===== config.mk =====
export PLATFORM = sky130hd
export DESIGN_NAME = instr_mem_loader_flat
export DESIGN_NICKNAME = d
export VERILOG_FILES = /design/src/rtl/instr_mem_loader_if.sv /design/src/rtl/instr_mem_loader.sv /design/src/flat_wrapper.sv
export SDC_FILE = /design/constraint.sdc
export NUM_CORES = 1
export LEC_CHECK = 0
export CELL_PAD_IN_SITES_DETAIL_PLACEMENT = 0
export CELL_PAD_IN_SITES_GLOBAL_PLACEMENT = 1
export CORE_AREA = 3 3 103 105
export DETAILED_ROUTE_END_ITERATION = 6
export DIE_AREA = 0 0 106 108
export MAX_ROUTING_LAYER = met4
export PLACE_DENSITY_LB_ADDON = 0.08
export SYNTH_ARGS = -nofsm -noshare
export SYNTH_HDL_FRONTEND = slang
export SYNTH_SLANG_ARGS = --single-unit

===== constraint.sdc =====
create_clock -name clk -period 2.3 [get_ports clk]
set_input_delay 0.345 -clock clk [delete_from_list [all_inputs] [get_ports clk]]
set_output_delay 0.345 -clock clk [all_outputs]
set_load 0.005 [all_outputs]

===== src/rtl/instr_mem_loader_if.sv =====
// instr_mem_loader_if: instruction word type plus the loader's control, stream and memory-write bundle
package instr_mem_loader_pkg;
    typedef logic [31:0] instruction_s;
endpackage

interface instr_mem_loader_if #(parameter int addr_width_p = 10) ();
    logic                             start_i;
    logic [addr_width_p-1:0]          base_addr_i;
    logic [addr_width_p:0]            count_i;
    logic                             abort_i;
    logic                             data_v_i;
    instr_mem_loader_pkg::instruction_s data_i;
    logic                             ready_o;
    logic [addr_width_p-1:0]          mem_addr_o;
    instr_mem_loader_pkg::instruction_s mem_instr_o;
    logic                             mem_wen_o;
    logic                             busy_o;
    logic                             done_o;
    logic [addr_width_p:0]            loaded_cnt_o;

    modport master (
        output start_i, base_addr_i, count_i, abort_i, data_v_i, data_i,
        input  ready_o, mem_addr_o, mem_instr_o, mem_wen_o, busy_o, done_o, loaded_cnt_o
    );

    modport slave (
        input  start_i, base_addr_i, count_i, abort_i, data_v_i, data_i,
        output ready_o, mem_addr_o, mem_instr_o, mem_wen_o, busy_o, done_o, loaded_cnt_o
    );
endinterface


===== src/rtl/instr_mem_loader.sv =====
// instr_mem_loader: streams valid/ready instruction beats into consecutive memory addresses
module instr_mem_loader #(
    parameter int addr_width_p = 10
) (
    input logic                clk,
    input logic                reset_n,
    instr_mem_loader_if.slave  bus
);
    typedef enum logic [1:0] {IDLE, LOAD, DONE} state_e;

    localparam logic [addr_width_p:0] one_c = {{addr_width_p{1'b0}}, 1'b1};

    state_e                             state_q, state_d;
    logic [addr_width_p-1:0]            addr_q, addr_d, mem_addr_q, mem_addr_d;
    logic [addr_width_p:0]              rem_q, rem_d, cnt_q, cnt_d;
    instr_mem_loader_pkg::instruction_s instr_q, instr_d;
    logic                               wen_q, wen_d, ready, accept;

    assign ready  = (state_q == LOAD) && !bus.abort_i;
    assign accept = bus.data_v_i && ready;

    // Next state and counters; the write port registers each accepted beat for one cycle
    always_comb begin
        state_d    = state_q;
        addr_d     = addr_q;
        rem_d      = rem_q;
        cnt_d      = cnt_q;
        wen_d      = accept;
        mem_addr_d = accept ? addr_q : mem_addr_q;
        instr_d    = accept ? bus.data_i : instr_q;
        if (state_q == LOAD) begin
            if (bus.abort_i) begin
                state_d = IDLE;
            end else if (accept) begin
                addr_d  = addr_q + 1'b1;
                rem_d   = rem_q - 1'b1;
                cnt_d   = cnt_q + 1'b1;
                state_d = (rem_q == one_c) ? DONE : LOAD;
            end
        end else if (bus.start_i) begin
            state_d = (bus.count_i != '0) ? LOAD : DONE;
            addr_d  = bus.base_addr_i;
            rem_d   = bus.count_i;
            cnt_d   = '0;
        end
    end

    // State and output registers; reset also kills a pending write at once
    always_ff @(posedge clk or negedge reset_n) begin
        if (!reset_n) begin
            state_q    <= IDLE;
            addr_q     <= '0;
            rem_q      <= '0;
            cnt_q      <= '0;
            wen_q      <= 1'b0;
            mem_addr_q <= '0;
            instr_q    <= '0;
        end else begin
            state_q    <= state_d;
            addr_q     <= addr_d;
            rem_q      <= rem_d;
            cnt_q      <= cnt_d;
            wen_q      <= wen_d;
            mem_addr_q <= mem_addr_d;
            instr_q    <= instr_d;
        end
    end

    assign bus.ready_o      = ready;
    assign bus.mem_addr_o   = mem_addr_q;
    assign bus.mem_instr_o  = instr_q;
    assign bus.mem_wen_o    = wen_q;
    assign bus.busy_o       = (state_q == LOAD);
    assign bus.done_o       = (state_q == DONE);
    assign bus.loaded_cnt_o = cnt_q;
endmodule


===== src/flat_wrapper.sv =====
// flat-port wrapper written by rule: the top's interface ports become plain ports
module instr_mem_loader_flat 
#(
    parameter int addr_width_p = 10
)
  (clk, reset_n, bus_start_i, bus_base_addr_i, bus_count_i, bus_abort_i, bus_data_v_i, bus_data_i, bus_ready_o, bus_mem_addr_o, bus_mem_instr_o, bus_mem_wen_o, bus_busy_o, bus_done_o, bus_loaded_cnt_o);
  instr_mem_loader_if #(.addr_width_p(addr_width_p)) bus_i ();
  input logic clk;
  input logic reset_n;
  input wire logic [$bits(bus_i.start_i)-1:0] bus_start_i;
  input wire logic [$bits(bus_i.base_addr_i)-1:0] bus_base_addr_i;
  input wire logic [$bits(bus_i.count_i)-1:0] bus_count_i;
  input wire logic [$bits(bus_i.abort_i)-1:0] bus_abort_i;
  input wire logic [$bits(bus_i.data_v_i)-1:0] bus_data_v_i;
  input wire logic [$bits(bus_i.data_i)-1:0] bus_data_i;
  output wire logic [$bits(bus_i.ready_o)-1:0] bus_ready_o;
  output wire logic [$bits(bus_i.mem_addr_o)-1:0] bus_mem_addr_o;
  output wire logic [$bits(bus_i.mem_instr_o)-1:0] bus_mem_instr_o;
  output wire logic [$bits(bus_i.mem_wen_o)-1:0] bus_mem_wen_o;
  output wire logic [$bits(bus_i.busy_o)-1:0] bus_busy_o;
  output wire logic [$bits(bus_i.done_o)-1:0] bus_done_o;
  output wire logic [$bits(bus_i.loaded_cnt_o)-1:0] bus_loaded_cnt_o;
  assign bus_i.start_i = bus_start_i;
  assign bus_i.base_addr_i = bus_base_addr_i;
  assign bus_i.count_i = bus_count_i;
  assign bus_i.abort_i = bus_abort_i;
  assign bus_i.data_v_i = bus_data_v_i;
  assign bus_i.data_i = bus_data_i;
  assign bus_ready_o = bus_i.ready_o;
  assign bus_mem_addr_o = bus_i.mem_addr_o;
  assign bus_mem_instr_o = bus_i.mem_instr_o;
  assign bus_mem_wen_o = bus_i.mem_wen_o;
  assign bus_busy_o = bus_i.busy_o;
  assign bus_done_o = bus_i.done_o;
  assign bus_loaded_cnt_o = bus_i.loaded_cnt_o;
  instr_mem_loader #(.addr_width_p(addr_width_p)) u_core (.clk(clk), .reset_n(reset_n), .bus(bus_i));
endmodule

==> results.ini, run 1 <==
[power_and_ir_drop]
net-switching-power_mw=2.02
ir_drop_v=0.000393
power_report.internal_total_mw=3.93
pwr-share-comb_pct=39.7
share_clk_of_total_power_pct=20.8
reg_power_share_pct=39.5
power-per-cell-area_nw_per_um2=1170
cellLeakagePower_nw=2.26
switching_part_of_the_total_power_pct=33.9

[detailed_routing]
detail_route.drc_violations=0
dr.pass1.iters=5
vias_per_cell=4.93
drt_iter0_drc=100
ant_nets=0
routed_wirelength_um=9450
wl_per_cell_um=14.8
overall_via_count_from_detail_route=3145

[die]
core_area_sq_um=9730
floorplan.die.height_um=108
boundaryPins=115
num_rows=36
die_w_um=106
floorplan.die_area_sq_um=11400
starting_density_pct=36.0

[clock_tree]
cts_root_buffer=clkbuf_8
clk-insertion-delay-late_ps=340
post_cts_setup_buffers=0
clock_tree_from_tritoncts=built
cts-buffers-inserted=9
h-tree-depth=3
clk_path_buf_depth=2
register_clock_pin_slew_on_the_reported_worst_setup_and_hold_paths_ps=80
clkSinkCount=77

[worst_setup_path]
critical_path.startpoint=u_core.state_q[1]
regToRegStartpoint=u_core.state_q[0]
reg2regPathDepth=6
critPathMaxFanout=14
r2r_setup_slack_ps=490
critical_path_class=flop to output port
worst-endpoint-arrival_ps=1770
critical_path_launch_point_type=flop
r2r_end=u_core.addr_q[4]
worst_setup_path_end_kind=output port
crit_required_ps=1960

[timing]
worst_slew_margin_rel_pct=61.9
holdWs_ps=455
final.setup.tns_ps=0
final_hold_viol_count=0
finalCriticalPeriod_ps=2110
max_freq_mhz=473
timing.final.max_slew_violations=0
finalCritPeriodShare_pct=91.9
rsz_0062_raised_after_global_routing=no
report.final.setup_viol=0
fin_worst_skew_ps=16.1
worstMarginPinSlew_ps=571

[synth]
synthDominantCellAreaShare_pct=55.1
syn-num-nets=445
ys_warn_count=0
ys_seq_elements=77
synthDistinctLibCells=50
synth_sequential_area_ratio_pct=55.1
synthesis.area_sq_um=3500
netlist.top_cell.by_area=dfrtp_1
synthCells=383
synthArstFlopShare_pct=100
synth.top_cells.by_area=dfrtp_1 (55%), nand2_1 (15%), o21ai_0 (2.4%)
postSynth.topFlopCell=dfrtp_1
syn_avg_cell_area_sq_um=9.13
synth_enable_flop_cells=0

[place]
port_buffers=114
place.gp.congestion=0.810
dp_hpwl_um=6670

[run_status]
run_status=complete, no violations

[grt]
global_route_total_overflow=0
grt_pass1_wl_um=15900
global_routing_usage_summed_across_all_routing_layers_pct=17.9
vias_in_the_first_global_route=3106
antenna_found_initial=0
grt_max_degree=53

[layout]
nets=563
layout_overhead_on_the_synthesized_area_pct=45.2
antenna_cells=0
post_route_cells_drive_above_1_share_pct=6.93

[hold_path]
worstHoldPathType=input port to async pin

[flow_run]
timing.max_cap.violations=0

## through the flow
step / area (sq um) / setup slack, ps / power (mW) / utilization (%) / std cells
floorplan: 3500 / 758 / 3.42 / - / 383
CTS: 5080 / 155 / 6.03 / 52.2 / 638
global placement: 4820 / 176 / 4.72 / 49.6 / 622
global route: 5080 / 110 / 6.46 / 52.2 / 638
detailed placement: 4820 / 132 / 4.75 / 49.6 / 622
finish: 5080 / 187 / 5.95 / 52.2 / 638
## layout by cell type, fill, tap and decap left out, types with 6 or more instances in the layout
cell type        count
nand2_1            136
nand4_1              8
dfrtp_1             77
a21oi_1             13
clkdlybuf4s50_1    113
nor3_1               6
buf_4                9
clkbuf_8            10
inv_1                9
nand3_1              9
nor2_1              21
o21ai_0             17
## logic make-up after synthesis
family	Yosys count	share of synthesized area, %
adder cells (fa/ha/maj)	4	1.43
XOR/XNOR	3	0.751
AO/OA/AOI/OAI	65	12.6
flip-flops	77	55.1
multiplexers	2	0.608
buffers and inverters	28	3.33
AND/OR/NAND/NOR	204	26.3
## Yosys cell counts (all sizes together) (2+ instances only)
cell	count
a21oi	14
a221o	3
a22oi	3
a311oi	2
a31oi	3
and3	5
buf	7
clkbuf	11
dfrtp	77
ha	4
inv	10
nand2	136
nand2b	2
nand3	9
nand4	8
nor2	22
nor3	6
nor4	4
o211ai	4
o21ai	18
o221a	2
o22ai	2
o311ai	3
o31ai	3
or3	2
or4	4
xor2	3
## worst max-delay path by stage
stage | to | slack, ps | cells past startpoint
after floorplan | u_core.bus.loaded_cnt_o[5] | 760 | 6
after global placement | u_core.addr_q[4] | 180 | 6
after detailed placement | u_core.rem_q[10] | 130 | 7
after CTS | bus_ready_o | 150 | 4
after global routing | bus_ready_o | 110 | 4
final | bus_ready_o | 190 | 4
## registers in the layout (all words and copies together), names as in the netlist
name,flops
u_core.addr_q,10
u_core.bus.loaded_cnt_o,11
u_core.bus.mem_addr_o,10
u_core.bus.mem_instr_o,32
u_core.bus.mem_wen_o,1
u_core.rem_q,11
u_core.state_q,2
## routing by layer
metal | share of wire, % | track usage, %
met4 | 1.6 | 5.92
met1 | 49 | 24.9
met3 | 5.3 | 4.24
met5 | 0 | -
met2 | 44 | 25.7
## worst max-delay path, cell delays in order, from the launching register on
cell and delay [ps]:
dfrtp_1 400, nand2b_1 170, buf_4 200, nor2_1 150, clkdlybuf4s50_1 520
## what timing repair did
action	CTS	global route
resized for setup	0	0
hold buffers	1	0
endpoints found under the hold margin	25	0
endpoints found under the setup margin	0	0
## power by group through the flow
stage                     Combinational [mW]  Clock (mW)  Sequential, mW
after floorplan                         1.10           0            2.32
after global placement                  2.36           0            2.36
after detailed placement                2.40           0            2.36
after CTS                               2.40        1.28            2.35
after global routing                    2.66        1.35            2.44
final                                   2.36        1.24            2.35
## final cells by class
cell class	instances	area (sq um)
Tap cell	133	166
Timing Repair Buffer	125	1250
Clock buffer	10	138
Fill cell	958	4650
Clock inverter	5	106
Sequential cell	77	1930
Inverter	10	37.5
Multi-Input combinational cell	278	1460
Note: power is estimated with default switching activity, not from simulation.
==> run 2, diff against run 1 <==
--- a/config.mk
+++ b/config.mk
@@ -11,7 +11,7 @@
 export DETAILED_ROUTE_END_ITERATION = 6
 export DIE_AREA = 0 0 106 108
 export MAX_ROUTING_LAYER = met4
-export PLACE_DENSITY_LB_ADDON = 0.08
+export PLACE_DENSITY = 0.95
 export SYNTH_ARGS = -nofsm -noshare
 export SYNTH_HDL_FRONTEND = slang
 export SYNTH_SLANG_ARGS = --single-unit
==> run 2 against run 1 <==
Net effect:
- non-clock buffer count decreased by 1
- maximum frequency is 0.65% lower
- total power down 2.7%
- combinational power is essentially flat
- sequential cell count is the same
- clock power is 14% lower
- sequential share of layout area grew 0.35 points
- utilization decreased by 0.48 points
- final area is 0.91% lower
- via count grew 1.7%
- highest routed layer unchanged
==> results.ini, run 2 (same netlist as run 1, synthesis figures left out) <==
[layout]
final-instance-count-excl-fill=638
layout_overhead_on_the_synthesized_area_pct=43.8
area_taken_by_multi_input_logic_gates_sq_um=1460
fillCellCount=921
final_area_sq_um=5030
post_route_cells_drive_above_1_share_pct=6.93
nets=562
register_cell_area_after_layout_sq_um=1930
largest_register_ff_count=32
mostFrequentLayoutCell=nand2_1
layout_common_cells=nand2_1 (136), clkdlybuf4s50_1 (113), dfrtp_1 (77), nor2_1 (21), o21ai_0 (17)
antenna_cells=0

[clock_tree]
clkSinkCount=77
register_clock_pin_slew_on_the_reported_worst_setup_and_hold_paths_ps=90
h-tree-depth=3
cts-buffers-inserted=9
clk_path_buf_depth=2
clk-insertion-delay-late_ps=360
clock_tree_from_tritoncts=built
cts_root_buffer=clkbuf_8

[grt]
global_routing_usage_summed_across_all_routing_layers_pct=18.1
global_route_total_overflow=0
met3_layer_usage_reported_by_global_route_pct=4.78
grt.met2_usage_pct=28.2
grt.busiest_layer=met2
vias_in_the_first_global_route=3294
grt_util_met1_pct=23.4
grt_max_degree=58
grt_pass1_wl_um=16200
antenna_found_initial=0

[timing]
final_hold_viol_count=0
finalCritPeriodShare_pct=92.5
fin_worst_skew_ps=11.8
timing.final.max_slew_violations=0
finalCriticalPeriod_ps=2130
rsz_0062_raised_after_global_routing=no
report.final.setup_viol=0
max_freq_mhz=470
worstMarginPinSlew_ps=541
final.setup.tns_ps=0
holdWs_ps=475
worst_slew_margin_rel_pct=63.8

[worst_setup_path]
worst_setup_path_end_kind=output port
critical_path_launch_point_type=flop
critical_path_class=flop to output port
critPathMaxFanout=14
crit_required_ps=1960
worst-endpoint-arrival_ps=1780

[power_and_ir_drop]
finalPower_mw=5.79
power-per-cell-area_nw_per_um2=1150
share_clk_of_total_power_pct=18.5
net-switching-power_mw=2.09
switching_part_of_the_total_power_pct=36.1
ir_drop_v=0.000461
reg_power_share_pct=40.9
pwr-share-comb_pct=40.6
power_report.internal_total_mw=3.70
cellLeakagePower_nw=2.24

[die]
die_w_um=106
starting_density_pct=36.0
core_area_sq_um=9730
floorplan.die.height_um=108
floorplan.die_area_sq_um=11400
num_rows=36
boundaryPins=115

[place]
place.gp.congestion=0.803
place.detailed.instances=621
dp_hpwl_um=6790
port_buffers=114
placement.cell_area_sq_um=4820

[detailed_routing]
ant_nets=0
vias_per_cell=5.01
detail_route.drc_violations=0
drt_iter0_drc=127
overall_via_count_from_detail_route=3197
wl_per_cell_um=15.0
dr.pass1.iters=5
routed_wirelength_um=9570

[flow_run]
timing.max_cap.violations=0

[run_status]
run_status=complete, no violations

[hold_path]
worstHoldPathType=input port to async pin

[run 2: cell count changes in the layout (fill, tap and decap cells not counted), sizes merged]
cell	change
clkinvlp	-1
clkbuf	-1
bufinv	-2
inv	+2
buf	-1
clkinv	+3
[run 2: final timing paths]
check,to,cells after the start,slack [ps],start
min in group clk,u_core.bus.mem_addr_o[6],2,480,u_core.bus.mem_addr_o[6]
setup reg to reg,u_core.addr_q[4],5,510,u_core.state_q[0]
setup / recovery,bus_ready_o,4,170,u_core.state_q[1]
hold reg to reg,u_core.bus.mem_addr_o[6],2,480,u_core.bus.mem_addr_o[6]
hold / removal,u_core.rem_q[8],2,470,reset_n
max in group asynchronous,u_core.bus.loaded_cnt_o[2],3,1200,reset_n
[run 2: cell type report]
| class | count | share of cell area, % |
|---|---|---|
| clock buffer | 9 | 2.46 |
| clock inverter | 7 | 1.62 |
| inverter | 10 | 0.746 |
| multi-input combinational | 278 | 28.9 |
| sequential | 77 | 38.3 |
| tap | 133 | 3.31 |
| timing repair buffer | 124 | 24.7 |
[run 2: per-layer routing]
layer / wire (um) / vias to the layer above
met3: 542 / 9
met4: 103 / 0
li1: - / 1550
met1: 4370 / 1538
met5: 0 / -
met2: 4550 / 100
[run 2: through the flow]
stage / util (%) / setup WS, ps
2_1_floorplan: - / 758
3_3_place_gp: 49.5 / 209
3_5_place_dp: 49.5 / 100
4_1_cts: 51.7 / 160
5_1_grt: 51.7 / 94.3
6_report: 51.7 / 173
[run 2: what timing repair did]
item | CTS | global route
endpoints found under the hold margin | 34 | 0
buffers inserted | 0 | 0
setup endpoints to repair | 0 | 0
resized for setup | 0 | 0
hold buffers | 1 | 0
[run 2: power groups by stage]
stage / Clock, mW / Combinational [mW] / Sequential [mW]
final: 1.07 / 2.35 / 2.37
after global routing: 1.16 / 2.62 / 2.45
after CTS: 1.09 / 2.38 / 2.37
after detailed placement: 0 / 2.36 / 2.38
after global placement: 0 / 2.30 / 2.37
after floorplan: 0 / 1.10 / 2.32
[run 2: worst max-delay path, cell delays in order (launching register included)]
cell and delay [ps]:
dfrtp_1 400, nand2b_1 170, buf_4 200, nor2_1 150, clkdlybuf4s50_1 520
